## src/rtl/vga_sync_gen_pkg.sv

```systemverilog
// vga_pkg: shared 640x480@60 VGA timing constants and the coordinate type.
// Used by vga_sync_gen, its interface, and any pixel-side consumer that needs
// to know where the active area and sync pulses sit.
package vga_pkg;

  typedef logic [9:0] coord_t;

  localparam int unsigned H_ACTIVE = 640;
  localparam int unsigned H_FRONT  = 16;
  localparam int unsigned H_SYNC   = 96;
  localparam int unsigned H_BACK   = 48;
  localparam int unsigned H_TOTAL  = H_ACTIVE + H_FRONT + H_SYNC + H_BACK;  // 800

  localparam int unsigned V_ACTIVE = 480;
  localparam int unsigned V_FRONT  = 10;
  localparam int unsigned V_SYNC   = 2;
  localparam int unsigned V_BACK   = 33;
  localparam int unsigned V_TOTAL  = V_ACTIVE + V_FRONT + V_SYNC + V_BACK;  // 525

  // Sync windows, both ends inclusive.
  localparam int unsigned H_SYNC_START = H_ACTIVE + H_FRONT;               // 656
  localparam int unsigned H_SYNC_END   = H_SYNC_START + H_SYNC - 1;        // 751
  localparam int unsigned V_SYNC_START = V_ACTIVE + V_FRONT;               // 490
  localparam int unsigned V_SYNC_END   = V_SYNC_START + V_SYNC - 1;        // 491

endpackage

```

## src/rtl/vga_sync_gen_if.sv

```systemverilog
// vga_sync_gen_if: bundle between the sync generator and its consumers
// (pixel generator, DAC/pin stage).
//   pixelClockIn : divided 25 MHz square wave, sampled as data
//   pixelTick    : one-cycle strobe, aligned with the updated outputs
//   hSync/vSync  : active-low syncs
//   videoOn      : inside the visible area
//   pixelX/Y     : current raster position (not clamped in blanking)
//   frameStart   : one-cycle pulse when the raster enters (0,0)
// master = the generator, slave = a consumer that also supplies the divided clock.
interface vga_sync_gen_if;
  import vga_pkg::*;

  logic   pixelClockIn;
  logic   pixelTick;
  logic   hSync;
  logic   vSync;
  logic   videoOn;
  coord_t pixelX;
  coord_t pixelY;
  logic   frameStart;

  modport master (
    input  pixelClockIn,
    output pixelTick, hSync, vSync, videoOn, pixelX, pixelY, frameStart
  );

  modport slave (
    output pixelClockIn,
    input  pixelTick, hSync, vSync, videoOn, pixelX, pixelY, frameStart
  );

endinterface

```

## src/rtl/vga_sync_gen_tick.sv

```systemverilog
// pixel_tick_detect: rising-edge strobe for a divided clock that lives as data
// in the clock50MHz domain.
//   clock50MHz   : system clock
//   inReset      : async active-high reset
//   pixelClockIn : divided clock, already synchronous to clock50MHz
//   tick         : combinational, high in the cycle a rise is seen
module pixel_tick_detect (
  input  logic clock50MHz,
  input  logic inReset,
  input  logic pixelClockIn,
  output logic tick
);

  logic prevIn;

  // prevIn resets high so a divider that is already high when reset drops
  // is not mistaken for a rise; the first genuine low->high edge is needed.
  always_ff @(posedge clock50MHz or posedge inReset) begin
    if (inReset) prevIn <= 1'b1;
    else         prevIn <= pixelClockIn;
  end

  assign tick = pixelClockIn & ~prevIn;

endmodule

```

## src/rtl/vga_sync_gen.sv

```systemverilog
// vga_sync_gen: raster counters and sync/blank decode for VGA timing, advanced
// once per pixel tick derived from the divided clock.
//   clock50MHz : only clock
//   inReset    : async active-high reset
//   vga        : master side of vga_sync_gen_if (pixelClockIn in, timing out)
// Timing defaults to 640x480@60; the parameters allow reduced rasters.
module vga_sync_gen
  import vga_pkg::*;
#(
  parameter int unsigned H_ACT = H_ACTIVE,
  parameter int unsigned H_FP  = H_FRONT,
  parameter int unsigned H_SW  = H_SYNC,
  parameter int unsigned H_BP  = H_BACK,
  parameter int unsigned V_ACT = V_ACTIVE,
  parameter int unsigned V_FP  = V_FRONT,
  parameter int unsigned V_SW  = V_SYNC,
  parameter int unsigned V_BP  = V_BACK
) (
  input  logic       clock50MHz,
  input  logic       inReset,
  vga_sync_gen_if.master vga
);

  localparam coord_t H_LAST   = coord_t'(H_ACT + H_FP + H_SW + H_BP - 1);
  localparam coord_t V_LAST   = coord_t'(V_ACT + V_FP + V_SW + V_BP - 1);
  localparam coord_t H_VIS    = coord_t'(H_ACT);
  localparam coord_t V_VIS    = coord_t'(V_ACT);
  localparam coord_t HS_FIRST = coord_t'(H_ACT + H_FP);
  localparam coord_t HS_LAST  = coord_t'(H_ACT + H_FP + H_SW - 1);
  localparam coord_t VS_FIRST = coord_t'(V_ACT + V_FP);
  localparam coord_t VS_LAST  = coord_t'(V_ACT + V_FP + V_SW - 1);

  logic   tick;
  logic   hWrap;
  coord_t hCount, vCount;
  coord_t hNext, vNext;

  logic   pixelTickR, hSyncR, vSyncR, videoOnR, frameStartR;
  coord_t pixelXR, pixelYR;

  pixel_tick_detect uTick (
    .clock50MHz  (clock50MHz),
    .inReset     (inReset),
    .pixelClockIn(vga.pixelClockIn),
    .tick        (tick)
  );

  always_comb begin
    hWrap = (hCount == H_LAST);
    hNext = hWrap ? '0 : hCount + 1'b1;
    vNext = vCount;
    if (hWrap) vNext = (vCount == V_LAST) ? '0 : vCount + 1'b1;
  end

  // Counters start on the last position so the first tick lands on (0,0).
  // Outputs decode the next counts, so they line up with pixelTick.
  always_ff @(posedge clock50MHz or posedge inReset) begin
    if (inReset) begin
      hCount      <= H_LAST;
      vCount      <= V_LAST;
      pixelTickR  <= 1'b0;
      hSyncR      <= 1'b1;
      vSyncR      <= 1'b1;
      videoOnR    <= 1'b0;
      pixelXR     <= '0;
      pixelYR     <= '0;
      frameStartR <= 1'b0;
    end else begin
      pixelTickR  <= tick;
      frameStartR <= tick && (hNext == '0) && (vNext == '0);
      if (tick) begin
        hCount   <= hNext;
        vCount   <= vNext;
        hSyncR   <= !((hNext >= HS_FIRST) && (hNext <= HS_LAST));
        vSyncR   <= !((vNext >= VS_FIRST) && (vNext <= VS_LAST));
        videoOnR <= (hNext < H_VIS) && (vNext < V_VIS);
        pixelXR  <= hNext;
        pixelYR  <= vNext;
      end
    end
  end

  assign vga.pixelTick  = pixelTickR;
  assign vga.hSync      = hSyncR;
  assign vga.vSync      = vSyncR;
  assign vga.videoOn    = videoOnR;
  assign vga.pixelX     = pixelXR;
  assign vga.pixelY     = pixelYR;
  assign vga.frameStart = frameStartR;

endmodule

```

## src/flat_wrapper.sv

```systemverilog
// flat-port wrapper written by rule: the top's interface ports become plain ports
module vga_sync_gen_flat import vga_pkg::*;
#(
  parameter int unsigned H_ACT = H_ACTIVE,
  parameter int unsigned H_FP  = H_FRONT,
  parameter int unsigned H_SW  = H_SYNC,
  parameter int unsigned H_BP  = H_BACK,
  parameter int unsigned V_ACT = V_ACTIVE,
  parameter int unsigned V_FP  = V_FRONT,
  parameter int unsigned V_SW  = V_SYNC,
  parameter int unsigned V_BP  = V_BACK
)
  (clock50MHz, inReset, vga_pixelClockIn, vga_pixelTick, vga_hSync, vga_vSync, vga_videoOn, vga_pixelX, vga_pixelY, vga_frameStart);
  vga_sync_gen_if vga_i ();
  input  logic clock50MHz;
  input  logic inReset;
  input wire logic [$bits(vga_i.pixelClockIn)-1:0] vga_pixelClockIn;
  output wire logic [$bits(vga_i.pixelTick)-1:0] vga_pixelTick;
  output wire logic [$bits(vga_i.hSync)-1:0] vga_hSync;
  output wire logic [$bits(vga_i.vSync)-1:0] vga_vSync;
  output wire logic [$bits(vga_i.videoOn)-1:0] vga_videoOn;
  output wire logic [$bits(vga_i.pixelX)-1:0] vga_pixelX;
  output wire logic [$bits(vga_i.pixelY)-1:0] vga_pixelY;
  output wire logic [$bits(vga_i.frameStart)-1:0] vga_frameStart;
  assign vga_i.pixelClockIn = vga_pixelClockIn;
  assign vga_pixelTick = vga_i.pixelTick;
  assign vga_hSync = vga_i.hSync;
  assign vga_vSync = vga_i.vSync;
  assign vga_videoOn = vga_i.videoOn;
  assign vga_pixelX = vga_i.pixelX;
  assign vga_pixelY = vga_i.pixelY;
  assign vga_frameStart = vga_i.frameStart;
  vga_sync_gen #(.H_ACT(H_ACT), .H_FP(H_FP), .H_SW(H_SW), .H_BP(H_BP), .V_ACT(V_ACT), .V_FP(V_FP), .V_SW(V_SW), .V_BP(V_BP)) u_core (.clock50MHz(clock50MHz), .inReset(inReset), .vga(vga_i));
endmodule
```

## config.mk

```make
export PLATFORM = sky130hd
export DESIGN_NAME = vga_sync_gen_flat
export DESIGN_NICKNAME = d
export VERILOG_FILES = /design/src/rtl/vga_sync_gen_pkg.sv /design/src/rtl/vga_sync_gen_if.sv /design/src/rtl/vga_sync_gen_tick.sv /design/src/rtl/vga_sync_gen.sv /design/src/flat_wrapper.sv
export SDC_FILE = /design/constraint.sdc
export NUM_CORES = 1
export LEC_CHECK = 0
export BUFFER_PORTS_ARGS = -buffer_cell sky130_fd_sc_hd__buf_4
export CORE_ASPECT_RATIO = 1.4
export CORE_MARGIN = 4
export CORE_UTILIZATION = 40
export CTS_CLUSTER_DIAMETER = 40
export DETAILED_ROUTE_END_ITERATION = 12
export PLACE_DENSITY_LB_ADDON = 0.25
export SLEW_MARGIN = 5
export SYNTH_ARGS = -nofsm -noshare
export SYNTH_HDL_FRONTEND = slang
export SYNTH_HIERARCHICAL = 1
export SYNTH_SLANG_ARGS = --single-unit
```

## constraint.sdc

```tcl
create_clock -name clock50MHz -period 6.4 [get_ports clock50MHz]
set_clock_uncertainty 0.2 [all_clocks]
set_input_delay 0.96 -clock clock50MHz [delete_from_list [all_inputs] [get_ports clock50MHz]]
set_output_delay 0.96 -clock clock50MHz [all_outputs]
set_load 0.05 [all_outputs]
```

==> metrics.md <==
| Metric | Value |
|---|---|
| Synthesized Nets | around 250 |
| Post-Synth XOR/XNOR Area | 5.80% |
| Yosys warns | 6 |
| Critical path startpoint category | register |
| Worst-path clk slew | 0.07 ns |
| DRT iter0 DRCs | 122 |
| Layout Nets | 264 |
| Final Hold Fails | 0 |
| Hold path endpoint | u_core/vga.pixelY[3]$_DFFE_PP0P_ |
| Initial Utilization | about two fifths |
| Post-synthesis adder-cell area fraction | about 2.8% |
| Fin crit period | 2.99 ns |
| Die extent in y | 97.1 um |
| Worst R2R Path Depth | 6 |
| Setup_tns | 0 ns |
| Max Freq | roughly 330 MHz |
| PD cells | ~290 nW/um^2 |
| Worst hold slack | 0.285 ns |
| Ports | 28 |
| Vias in the first global route | 1827 |
| Total power | roughly 740 uW |
| Die area | 6950 sq um |
| Clk_lat worst skew | slightly below 0.3 ns |
| Yosys top cell area share | between 20% and 30% |
| TritonCTS buffer count | 5 |
| VDD IR max | about 200 uV |
| Post-CTS sizing | 0 |
| Cts hold-fix bufs | 0 |
| Lkg Pwr | 0.00101 uW |
| Initial antenna violation count | 0 |
| Largest net degree at the start of global routing | 36 |
| Hold WC Path Type | register to register |
| FILL cells | 527 |
| Max-capacitance violation count | 0 |
| Area of the core | 5490 sq um |
| Top cells by area, synth | dfrtp_1, dfstp_2, xnor2_1, buf_4, nand3_1 |
| Hold_sp | u_core/vga.pixelY[3]$_DFFE_PP0P_ |
| Post-synth EDFFs | 0 |
| CTS Sinks | 36 |
| Post-Synth Simple-Gate Area | 24.7% |
| Post-route ant nets | 0 |
| FF-to-FF Start | u_core/hCount[1]$_DFFE_PP1P_ |
| Drt total wl | 5380 um |
| Area leader, netlist | dfrtp_1 |
| Hpwl dp | 3830 um |
| Port buffer count | 27 |
| Most frequent cell after synthesis | dfrtp_1 |
| # DRC | 0 |
| Overflow after GRT | 0 |
| Max-slew violation count | 0 |
| Vias/cell | 5.83 |
| Main combinational cell family by area after synthesis | simple AND/OR/NAND/NOR gates |
| Post-synthesis cell count | 246 |
| Seq. cell area | around 920 sq um |
| R2r endpoint | u_core/vga.videoOn$_DFFE_PP0P_ |
| Die Width | 71.6 um |
| Area of the multi-input gates | 1170 sq um |
| Synth Area in Compound Gates | 15.0% |
| TritonCTS clock tree | done |
| DRT Pass-1 Iters | 4 |
| Outcome | completed |
| DR vias | approximately 1900 |
| RSZ-0062 raised after global routing | no |
| Max-slew headroom | roughly 43% |
| Worst slew pin tran | 0.838 ns |
| Final core utilization | 45.9% |
| First-pass GRT wire length | 8870 um |
| CP arrival | 2.95 ns |
| Data required time of the worst path | 6.36 ns |
| GPL Wtd Cong | around 0.93 |
| H-tree levels | 2 |
| Crit end category | register |
| Async S/R FF share, synth | 100% |
| Clock Path Buffers | 2 |
| Post-Syn Area | roughly 2300 sq um |
| Synth Flop Type | dfrtp_1 |
| Root buffer cell | clkbuf_8 |
| Postcts setup bufs | 0 |
| Synth cell count leaders | dfrtp_1, nand2_1, nand3_1 |
| Final Setup Violations | 0 |
| Synthesized flop and latch total | 36 |
| Critical path class | register to register |
| Period utilisation layout | between 40% and 50% |
| R2r setup slk | 3.41 ns |
| Layout cells sized above 1 | 23.0% |
| Synth cell types | 54 |
| Area growth from synthesis to layout | 11.0% |
| Inserted Diodes | 0 |
| # rows | 32 |
| Cells on Worst Hold Path | 1 |
| Max FO, Critical Path | 13 |
| Post-synthesis mux area share | 3.37% |
| Drt wl/cell | 16.6 um |
| Syn avg cell area | 9.21 sq um |
| Seq/Total Area, Yosys | between 40% and 50% |
| Tot GR Track Use | around 16% |
[metal layers]
layer  global-route usage (%)  part of all wire, %  wire length, um
met2                     26.1                   50             2680
met1                     19.4                   41             2200
met5                        0                    0                0
met4                     7.53                  3.5              187
met3                     3.62                  5.7              305
[how the worst max path moves through the flow]
stage                                  from                               to  slack [ns]  depth (start not counted)
2_1_floorplan  u_core/hCount[8]$_DFFE_PP1P_     u_core/vga.vSync$_DFFE_PP1P_        3.83                          5
3_3_place_gp               vga_pixelClockIn  u_core/vga.frameStart$_DFF_PP0_        3.28                          6
3_5_place_dp               vga_pixelClockIn  u_core/vga.frameStart$_DFF_PP0_        3.28                          6
4_1_cts        u_core/hCount[0]$_DFFE_PP1P_   u_core/vga.videoOn$_DFFE_PP0P_        3.46                          6
5_1_grt        u_core/hCount[1]$_DFFE_PP1P_  u_core/vga.frameStart$_DFF_PP0_        3.22                          6
6_report       u_core/hCount[1]$_DFFE_PP1P_   u_core/vga.videoOn$_DFFE_PP0P_        3.41                          6
[power by group]
group | total [uW] | switching (uW) | internal (uW) | leakage [uW]
clock | 166 | 78.4 | 87.8 | 0.0000455
combinational | 244 | 161 | 83.0 | 0.000541
sequential | 328 | 53.9 | 274 | 0.000424
total | 738 | 293 | 445 | 0.00101
[worst max-delay path, cell delays in order (launching register included)]
cell     delay [ns]
dfstp_2        0.59
ha_1           0.40
and3_1         0.28
nand3_1        0.37
or4_1          0.65
a21oi_1        0.26
o41ai_1        0.12
[registers in the layout (all words and copies together), names as in the netlist]
name                   flops
u_core/hCount             10
u_core/vCount             10
u_core/vga.pixelX          7
u_core/vga.pixelY          3
u_core/uTick/prevIn        1
u_core/vga.frameStart      1
u_core/vga.hSync           1
u_core/vga.pixelTick       1
u_core/vga.vSync           1
u_core/vga.videoOn         1
[kinds of logic (layout without fill, tap and decap cells)]
group / after synthesis / count (layout)
XOR/XNOR: 15 / 15
multiplexers: 7 / 7
adder cells (fa/ha/maj): 5 / 5
AO/OA/AOI/OAI: 50 / 50
AND/OR/NAND/NOR: 96 / 96
buffers and inverters: 37 / 48
flip-flops: 36 / 36
[cell type report]
cell class,instances,area share [%]
Sequential cell,36,36.4
Timing Repair Buffer,28,8.35
Tap cell,68,3.38
Clock buffer,8,3.58
Inverter,12,1.79
Multi-Input combinational cell,173,46.4
[stage by stage]
step | cell area [sq um] | setup WS (ns) | std cells
finish | 2520 | 3.41 | 325
CTS | 2520 | 3.46 | 325
detailed placement | 2430 | 3.28 | 317
global placement | 2430 | 3.28 | 317
global route | 2520 | 3.22 | 325
floorplan | 2270 | 3.83 | 246
[cell usage in the layout, fill, tap and decap left out, drive strengths merged, types with 5 or more instances in the layout]
| cell | Yosys | routed |
|---|---|---|
| xnor2 | 11 | 11 |
| nand3 | 15 | 15 |
| nor4 | 6 | 6 |
| nand2 | 19 | 19 |
| a21oi | 6 | 6 |
| nand4 | 9 | 9 |
| mux2 | 5 | 5 |
| inv | 12 | 12 |
| o21ai | 11 | 11 |
| nor2 | 11 | 11 |
| ha | 5 | 5 |
| clkbuf | 10 | 8 |
| a31oi | 6 | 6 |
| nor3 | 11 | 11 |
| dfrtp | 23 | 23 |
| buf | 15 | 28 |
| and3 | 5 | 5 |
| dfstp | 13 | 13 |
No activity file was read; power rests on OpenSTA's default activity.
